`src/rtl/spi_pkg.sv`:
```
// spi_pkg: shared types and helpers for the SPI frame slave.
//   state_t   : FSM states of the frame tracker
//   CPOL/CPHA : named mode values for the top-level parameters
//   edge_sel  : picks the synchronised SPI_CLK rise or fall pulse for a
//               leading/trailing edge under a given idle polarity
package spi_pkg;

   typedef enum logic [1:0] {
      WAIT_CS = 2'd0,
      IDLE    = 2'd1,
      SHIFT   = 2'd2,
      OVER    = 2'd3
   } state_t;

   localparam logic CPOL_IDLE_LOW     = 1'b0;
   localparam logic CPHA_SAMPLE_LEAD  = 1'b0;
   localparam logic CPHA_SAMPLE_TRAIL = 1'b1;

   // Leading edge leaves the idle level: a rise when idle is low, a fall when idle is high.
   function automatic logic edge_sel(input logic i_lead, input logic i_cpol,
                                     input logic i_rise, input logic i_fall);
      return (i_lead ^ i_cpol) ? i_rise : i_fall;
   endfunction

endpackage

```
`src/rtl/spi_pin_sync.sv`:
```
// spi_pin_sync: multi-flop synchroniser for one asynchronous SPI pin,
// followed by a level flop with registered rise/fall pulses.
// A pin change shows on o_level/o_rise/o_fall SYNC_STAGES+1 cycles later.
//   sys_clock, reset : system clock, synchronous active-high reset
//   i_pin            : asynchronous pin
//   o_level          : synchronised level
//   o_rise/o_fall    : one-cycle pulses aligned with the o_level change
module spi_pin_sync #(
   parameter int SYNC_STAGES = 2
) (
   input  logic sys_clock,
   input  logic reset,
   input  logic i_pin,
   output logic o_level,
   output logic o_rise,
   output logic o_fall
);

   logic [SYNC_STAGES-1:0] r_sync;
   logic                   r_level, r_rise, r_fall;
   logic                   w_synced;

   assign w_synced = r_sync[SYNC_STAGES-1];

   always_ff @(posedge sys_clock) begin
      if (reset) begin
         r_sync  <= '0;
         r_level <= 1'b0;
         r_rise  <= 1'b0;
         r_fall  <= 1'b0;
      end else begin
         r_sync  <= {r_sync[SYNC_STAGES-2:0], i_pin};
         r_level <= w_synced;
         r_rise  <= w_synced & ~r_level;
         r_fall  <= ~w_synced & r_level;
      end
   end

   assign o_level = r_level;
   assign o_rise  = r_rise;
   assign o_fall  = r_fall;

endmodule

```
`src/rtl/spi_frame_slave.sv`:
```
// spi_frame_slave: oversampled SPI peripheral that receives an MSB-first
// FRAME_W-bit frame on SPI_PICO and returns a held result word on SPI_POCI.
//   sys_clock, reset      : system clock, synchronous active-high reset
//   SPI_CLK/CS/PICO       : asynchronous SPI pins (CS active low)
//   SPI_POCI              : reply bit, 0 whenever no frame is in progress
//   tx_data, tx_wr        : result word and its write strobe (holding register)
//   rx_data               : last exact-length frame
//   rx_valid/short/long   : one-cycle end-of-frame status pulses
//   tx_underrun           : frame began without a tx_wr since the previous frame start
//   busy                  : frame in progress (SHIFT or OVER)
module spi_frame_slave
   import spi_pkg::*;
#(
   parameter int   FRAME_W     = 64,
   parameter logic CPOL        = CPOL_IDLE_LOW,
   parameter logic CPHA        = CPHA_SAMPLE_LEAD,
   parameter int   SYNC_STAGES = 2
) (
   input  logic               sys_clock,
   input  logic               reset,
   input  logic               SPI_CLK,
   input  logic               SPI_CS,
   input  logic               SPI_PICO,
   output logic               SPI_POCI,
   input  logic [FRAME_W-1:0] tx_data,
   input  logic               tx_wr,
   output logic [FRAME_W-1:0] rx_data,
   output logic               rx_valid,
   output logic               rx_short,
   output logic               rx_long,
   output logic               tx_underrun,
   output logic               busy
);

   localparam int CNT_W = $clog2(FRAME_W + 1);
   localparam logic [CNT_W-1:0] CNT_LAST = CNT_W'(FRAME_W - 1);
   localparam logic [CNT_W-1:0] CNT_FULL = CNT_W'(FRAME_W);

   logic w_clk_rise, w_clk_fall, w_clk_level_unused;
   logic w_cs_level, w_cs_rise, w_cs_fall;
   logic w_pico, w_pico_rise_unused, w_pico_fall_unused;

   spi_pin_sync #(.SYNC_STAGES(SYNC_STAGES)) u_sync_clk (
      .sys_clock(sys_clock), .reset(reset), .i_pin(SPI_CLK),
      .o_level(w_clk_level_unused), .o_rise(w_clk_rise), .o_fall(w_clk_fall));
   spi_pin_sync #(.SYNC_STAGES(SYNC_STAGES)) u_sync_cs (
      .sys_clock(sys_clock), .reset(reset), .i_pin(SPI_CS),
      .o_level(w_cs_level), .o_rise(w_cs_rise), .o_fall(w_cs_fall));
   spi_pin_sync #(.SYNC_STAGES(SYNC_STAGES)) u_sync_pico (
      .sys_clock(sys_clock), .reset(reset), .i_pin(SPI_PICO),
      .o_level(w_pico), .o_rise(w_pico_rise_unused), .o_fall(w_pico_fall_unused));

   state_t             r_state, w_next;
   logic [FRAME_W-1:0] r_rx_shift, r_tx_shift, r_hold, r_rx_data;
   logic [CNT_W-1:0]   r_bit_cnt;
   logic               r_long, r_wr_seen, r_first;
   logic               r_rx_valid, r_rx_short, r_rx_long, r_underrun;
   logic               w_sample, w_shift, w_busy, w_start, w_end;

   assign w_sample = edge_sel(CPHA == CPHA_SAMPLE_LEAD,  CPOL, w_clk_rise, w_clk_fall);
   assign w_shift  = edge_sel(CPHA == CPHA_SAMPLE_TRAIL, CPOL, w_clk_rise, w_clk_fall);
   assign w_busy   = (r_state == SHIFT) || (r_state == OVER);
   assign w_start  = (r_state == IDLE) && w_cs_fall;
   // CS rise takes priority over any clock edge seen in the same cycle.
   assign w_end    = w_busy && w_cs_rise;

   always_ff @(posedge sys_clock) begin
      if (reset) r_state <= WAIT_CS;
      else       r_state <= w_next;
   end

   always_comb begin
      w_next = r_state;
      case (r_state)
         WAIT_CS: if (w_cs_level) w_next = IDLE;
         IDLE:    if (w_cs_fall)  w_next = SHIFT;
         SHIFT: begin
            if (w_cs_rise)                             w_next = IDLE;
            else if (w_sample && r_bit_cnt == CNT_LAST) w_next = OVER;
         end
         OVER:    if (w_cs_rise)  w_next = IDLE;
         default: w_next = WAIT_CS;
      endcase
   end

   always_ff @(posedge sys_clock) begin
      if (reset) begin
         r_rx_shift <= '0;
         r_tx_shift <= '0;
         r_hold     <= '0;
         r_rx_data  <= '0;
         r_bit_cnt  <= '0;
         r_long     <= 1'b0;
         r_wr_seen  <= 1'b0;
         r_first    <= 1'b0;
         r_rx_valid <= 1'b0;
         r_rx_short <= 1'b0;
         r_rx_long  <= 1'b0;
         r_underrun <= 1'b0;
      end else begin
         r_rx_valid <= 1'b0;
         r_rx_short <= 1'b0;
         r_rx_long  <= 1'b0;
         r_underrun <= 1'b0;
         if (tx_wr) begin
            r_hold    <= tx_data;
            r_wr_seen <= 1'b1;
         end
         if (w_start) begin
            // A write landing on the CS-fall cycle is sent in this frame.
            r_tx_shift <= tx_wr ? tx_data : r_hold;
            r_rx_shift <= '0;
            r_bit_cnt  <= '0;
            r_long     <= 1'b0;
            // With CPHA=1 the first leading edge only exposes the MSB.
            r_first    <= (CPHA == CPHA_SAMPLE_TRAIL);
            r_underrun <= ~r_wr_seen;
            r_wr_seen  <= 1'b0;
         end else if (w_end) begin
            if (r_long) begin
               r_rx_long <= 1'b1;
            end else if (r_bit_cnt == CNT_FULL) begin
               r_rx_valid <= 1'b1;
               r_rx_data  <= r_rx_shift;
            end else if (r_bit_cnt != '0) begin
               r_rx_short <= 1'b1;
            end
         end else if (w_busy) begin
            if (w_sample) begin
               if (r_state == SHIFT) begin
                  r_rx_shift <= {r_rx_shift[FRAME_W-2:0], w_pico};
                  r_bit_cnt  <= r_bit_cnt + CNT_W'(1);
               end else begin
                  r_long <= 1'b1;
               end
            end
            if (w_shift) begin
               if (r_first) r_first    <= 1'b0;
               else         r_tx_shift <= {r_tx_shift[FRAME_W-2:0], 1'b0};
            end
         end
      end
   end

   assign SPI_POCI    = w_busy & ~r_first & r_tx_shift[FRAME_W-1];
   assign rx_data     = r_rx_data;
   assign rx_valid    = r_rx_valid;
   assign rx_short    = r_rx_short;
   assign rx_long     = r_rx_long;
   assign tx_underrun = r_underrun;
   assign busy        = w_busy;

endmodule

```
`config.mk`:
```
export PLATFORM = sky130hd
export DESIGN_NAME = spi_frame_slave
export DESIGN_NICKNAME = d
export VERILOG_FILES = /design/src/rtl/spi_pkg.sv /design/src/rtl/spi_pin_sync.sv /design/src/rtl/spi_frame_slave.sv
export SDC_FILE = /design/constraint.sdc
export NUM_CORES = 1
export LEC_CHECK = 0
export CAP_MARGIN = 10
export CORE_ASPECT_RATIO = 0.75
export CORE_UTILIZATION = 50
export CTS_CLUSTER_DIAMETER = 40
export CTS_CLUSTER_SIZE = 40
export DETAILED_ROUTE_END_ITERATION = 10
export HOLD_SLACK_MARGIN = 0.08
export PLACE_DENSITY = 0.76
export SYNTH_ARGS = -nofsm -noshare
export SYNTH_HDL_FRONTEND = slang
export SYNTH_SLANG_ARGS = --single-unit
```
`constraint.sdc`:
```
create_clock -name sys_clock -period 1.8 [get_ports sys_clock]
set_input_delay 0.54 -clock sys_clock [delete_from_list [all_inputs] [get_ports sys_clock]]
set_output_delay 0.54 -clock sys_clock [all_outputs]
set_load 0.02 [all_outputs]
```
==> results.yml, run 1 <==
worst_setup_path:
  endpoint: "SPI_POCI"
  reg2reg_depth: 9
  cp-end-kind: "output port"
  startpoint_type: "flip-flop"
  timing.critical_path.from: "r_state[1]"
  r2r_setup_slack_ns: -0.29
  r2r_end: "rx_data[39]"
  worstPathMaxFanout: 3
  r2r-start: "r_state[1]"
  cp.arrival_ns: 1.55
  cp.required_ns: 1.26
  worstSetupPathType: "flip-flop to output port"
final_layout:
  fin_util: 0.686
  multiInputGateArea_mm2: 0.00508
  fin_nets: 1373
  num-fill-cells: 1641
  layout.area.seq_mm2: 0.00569
  drive_gt1_frac: 0.185
  syn2layout_area_growth_pct: 34.3
  antenna_cells: 0
cts:
  tritoncts: "built"
  cts_root_buffer: "clkbuf_16"
  hold_buffers: 0
  clk_pin_slew_ns: 0.07
  clk_path_buf_depth: 3
  numCtsBuffers: 34
  cts_sinks: 284
  htree_levels: 2
  clk_latency_ns: 0.50
routing:
  finalWirelength_um: 25700
  avgRoutedWirePerCell_um: 16.0
  vias_per_cell: 5.42
  first_pass_iters: 6
  num_vias: 8716
  ant_nets: 0
  drc_errors: 0
  drt_iter0_markers: 758
synth:
  yosysTopAreaCellShare: 0.526
  synth_cell_type_count: 38
  ys_seq_area_frac: 0.526
  yosys_most_used_dff: "dfxtp_1"
  yosys_warnings: 0
  synth_commonest_cells: "284 x dfxtp_1, 140 x nand2_1, 134 x a21oi_1"
  synth.largest_area_cell: "dfxtp_1"
  ys_ff_latch: 284
  synth_nets: 1237
  netlist_instances: 1161
  avgSynthCellArea_um2: 9.32
  yosysMostFrequentCell: "dfxtp_1"
  async_reset_ff_frac: 0
  synth_edf_count: 0
  synthTopCellsByArea: "dfxtp_1 53%, mux2i_1 12%, a21oi_1 6.2%, nand2_1 4.9%, a211oi_1 3.5%"
  synth_area_mm2: 0.0108
floorplan:
  initial_core_util: 0.511
  die_area_mm2: 0.0222
  die_y_um: 129
  die_w_um: 172
  rows: 46
  ios: 140
  core_mm2: 0.0212
sta:
  setup_viol: 67
  setup_ws_ns: -0.291
  max_clock_freq_mhz: 478
  period_minus_slack_ns: 2.09
  tightest_slew_ns: 0.522
  fin_setup_tns_ns: -14.73
  finalClockSkew_ns: 0.0234
  hold_viol_final: 0
  period_share: 1.16
  maxSlewHeadroom: 0.652
  slew_viol_final: 0
  rsz0062_at_grt: "true"
global_routing:
  track_usage: 0.224
  grt_max_degree: 84
  grt_pass1_wl_um: 40200
  antenna_found_initial: 0
  grt_overflow: 0
  grt_pass1_vias: 8070
pwr:
  seqPwrFrac: 0.459
  pwr-share-comb: 0.055
  p_leak_nw: 5.38
  p_sw_w: 0.00314
  p_clk_frac: 0.486
  p_sw_frac: 0.223
  powerDensity_mw_per_mm2: 969
  irDropWorstVdd_uv: 555
  p_int_w: 0.0110
place:
  gp_congestion: 0.744
  pre_cts_slack_ns: -0.261
  dp.final_hpwl_um: 14000
  io_buffers: 139
min_path:
  min_path_type: "input pin to flip-flop"
outcome:
  violations: "negative setup slack"
  outcome: "finished, violations left"
flow_run:
  drv_cap: 0
## what timing repair did
item	CTS	global route
buffers inserted	8	8
pin swaps	58	24
gates resized for setup	173	65
endpoints found under the setup margin	137	96
cloned	8	4
## layer usage
metal | share of wire | up-vias | wire (um) | global-route usage
met5 | 0 | - | 0 | 0
met4 | 0.016 | 0 | 422 | 0.0640
met3 | 0.051 | 39 | 1310 | 0.0360
met2 | 0.45 | 251 | 11700 | 0.350
met1 | 0.48 | 4116 | 12300 | 0.319
li1 | - | 4310 | - | -
## worst min path at each step
stage,from,end,slack (ns),cells after the start
after detailed placement,u_sync_clk.o_level,u_sync_clk.o_rise,0.40,1
after global placement,u_sync_clk.o_level,u_sync_clk.o_rise,0.39,1
after global routing,reset,r_tx_shift[36],0.27,2
final,reset,r_tx_shift[37],0.28,2
after floorplan,u_sync_clk.o_level,u_sync_clk.o_rise,0.38,1
after CTS,reset,r_tx_shift[37],0.27,2
## through the flow
stage / hold slack (ns) / cell area [um^2] / power (W) / cells
floorplan: 0.383 / 10800 / 0.00697 / 1161
global placement: 0.392 / 12600 / 0.00729 / 1525
detailed placement: 0.398 / 12600 / 0.00731 / 1525
CTS: 0.266 / 14300 / 0.0142 / 1600
global route: 0.273 / 14500 / 0.0146 / 1608
finish: 0.278 / 14500 / 0.0141 / 1608
## cells in the final DEF, fill, tap and decap left out, types with 50 or more instances in the layout
cell type / count
dfxtp_1: 282
o21ai_2: 59
a21oi_1: 111
and2_1: 50
dlygate4sd2_1: 61
nand2_1: 137
clkdlybuf4s50_1: 67
mux2i_1: 127
nand3_1: 60
nor2_1: 73
## flip-flops by register name, indices dropped and copies added (netlist names), 2 cells and up
| name | cells |
|---|---|
| u_sync_cs.r_sync | 2 |
| r_state | 2 |
| u_sync_pico.r_sync | 2 |
| u_sync_clk.r_sync | 2 |
| r_hold | 64 |
| r_tx_shift | 64 |
| r_rx_shift | 64 |
| r_bit_cnt | 7 |
| rx_data | 64 |
## cell type report
class,instances,share of cell area
multi-input combinational,770,0.350
clock buffer,42,0.0655
sequential,284,0.391
timing repair buffer,201,0.153
inverter,6,0.00172
clock inverter,17,0.0139
tap,288,0.0248
## worst max-delay path, stage by stage, from the launching register on
cell and delay [ns]:
dfxtp_4 0.36, ha_2 0.18, or2_4 0.27, and2_4 0.14
buf_6 0.12
## cell families after synthesis
group | after synthesis | synth area share
buffers and inverters | 107 | 0.0493
AOI/OAI and AO/OA | 269 | 0.141
and+or+nand+nor | 364 | 0.156
muxes | 129 | 0.120
xor gates and xnor gates | 2 | 0.00162
adders and majority gates | 6 | 0.00694
DFF | 284 | 0.525
## power groups by stage
| stage | Clock (W) | Combinational (W) | Sequential, W |
|---|---|---|---|
| floorplan | 0 | 0.000388 | 0.00658 |
| global placement | 0 | 0.000701 | 0.00659 |
| detailed placement | 0 | 0.000714 | 0.00660 |
| CTS | 0.00699 | 0.000750 | 0.00646 |
| global route | 0.00727 | 0.000849 | 0.00647 |
| finish | 0.00685 | 0.000773 | 0.00646 |
Note: power is estimated with default switching activity, not from simulation.
==> run 2, diff against run 1 <==
REMOVE_ABC_BUFFERS = 1   (was not set)
==> results.yml, run 2 (synthesized netlist as in run 1, its figures left out) <==
cts:
  clk_latency_ns: 0.51
  cts_sinks: 284
  cts_root_buffer: "clkbuf_16"
  clk_path_buf_depth: 3
  tritoncts: "built"
  numCtsBuffers: 35
  hold_buffers: 0
  htree_levels: 2
  clk_pin_slew_ns: 0.06
final_layout:
  multiInputGateArea_mm2: 0.00513
  instances_no_fill: 1624
  fin_nets: 1386
  drive_gt1_frac: 0.196
  final_area_mm2: 0.0148
  layout.area.seq_mm2: 0.00569
  antenna_cells: 0
  num-fill-cells: 1630
  mostFrequentLayoutCell: "dfxtp_1"
  mostFrequentLayoutCells: "282 x dfxtp_1, 137 x nand2_1, 120 x a21oi_1"
  syn2layout_area_growth_pct: 36.8
global_routing:
  grt_pass1_wl_um: 42200
  track_usage: 0.236
  grt_max_degree: 80
  grt_pass1_vias: 8389
  grt_overflow: 0
  antenna_found_initial: 0
floorplan:
  rows: 46
  core_mm2: 0.0212
  ios: 140
  initial_core_util: 0.511
  die_y_um: 129
  die_w_um: 172
  die_area_mm2: 0.0222
sta:
  finalClockSkew_ns: 0.0221
  period_share: 1.17
  slew_viol_final: 0
  setup_viol: 109
  fin_setup_tns_ns: -19.11
  tightest_slew_ns: 0.592
  max_clock_freq_mhz: 475
  maxSlewHeadroom: 0.605
  period_minus_slack_ns: 2.11
  setup_ws_ns: -0.305
  hold_viol_final: 0
  rsz0062_at_grt: "true"
routing:
  ant_nets: 0
  drc_errors: 0
  vias_per_cell: 5.44
  finalWirelength_um: 27400
  drt_iter0_markers: 719
  first_pass_iters: 5
  avgRoutedWirePerCell_um: 16.9
  num_vias: 8839
flow_run:
  drv_cap: 0
min_path:
  min_path_type: "flip-flop to flip-flop"
  min-delay-start: "u_sync_cs.r_sync[1]"
pwr:
  powerDensity_mw_per_mm2: 993
  irDropWorstVdd_uv: 804
  p_leak_nw: 5.52
place:
  io_buffers: 139
  dp.final_hpwl_um: 14800
  dp_cells: 1536
  placed_area_mm2: 0.0126
  gp_congestion: 0.794
worst_setup_path:
  timing.critical_path.from: "r_state[1]"
  startpoint_type: "flip-flop"
  cp-end-kind: "output port"
  worstSetupPathType: "flip-flop to output port"
  r2r-start: "r_state[0]"
  cp.required_ns: 1.26
  cp.arrival_ns: 1.57
  worstPathMaxFanout: 3
outcome:
  outcome: "finished, violations left"
  violations: "negative setup slack"
## run 2: timing repair
item	in CTS	in global routing
setup buffers	9	5
endpoints found under the setup margin	197	134
pin swaps	33	59
gates cloned	9	3
gates resized for setup	125	134
## run 2: worst paths after layout
| path | to | slack, ns | depth (start not counted) |
|---|---|---|---|
| worst max-delay path | SPI_POCI | -0.31 | 4 |
| worst max register to register | rx_data[25] | -0.31 | 8 |
| worst min register to register | u_sync_cs.o_fall | 0.41 | 1 |
| worst min-delay path | u_sync_cs.o_fall | 0.41 | 1 |
## run 2: power by group
part	total [W]	switching, W	internal, W
Combinational	0.000743	0.000368	0.000375
Sequential	0.00647	0.0000536	0.00641
Clock	0.00748	0.00292	0.00456
Total	0.0147	0.00334	0.0114
## run 2: worst max-delay path, cell delays in order (launching register included)
cell     delay, ns
dfxtp_4       0.36
ha_2          0.18
or2_4         0.25
and2_4        0.16
buf_6         0.12
## run 2: final cells by class
cell class / count / share of cell area
Clock inverter: 21 / 0.0189
Clock buffer: 42 / 0.0659
Timing Repair Buffer: 212 / 0.158
Inverter: 6 / 0.00152
Tap cell: 288 / 0.0243
Multi-Input combinational cell: 771 / 0.347
Sequential cell: 284 / 0.385
## run 2: per-stage QoR
stage	util	hold WS (ns)	total power, W	worst slack (ns)
after floorplan	-	0.383	0.00687	-4.53
after global placement	0.596	0.394	0.00727	-0.310
after detailed placement	0.596	0.398	0.00730	-0.353
after CTS	0.673	0.409	0.0148	-0.316
after global routing	0.699	0.422	0.0152	-0.365
final	0.699	0.411	0.0147	-0.305
## run 2: layer usage
layer | global-route usage | wire length [um] | up-vias
met5 | 0 | 0 | -
met4 | 0.0635 | 404 | 0
met3 | 0.0415 | 1280 | 44
met2 | 0.380 | 13100 | 235
met1 | 0.327 | 12600 | 4240
li1 | - | - | 4320
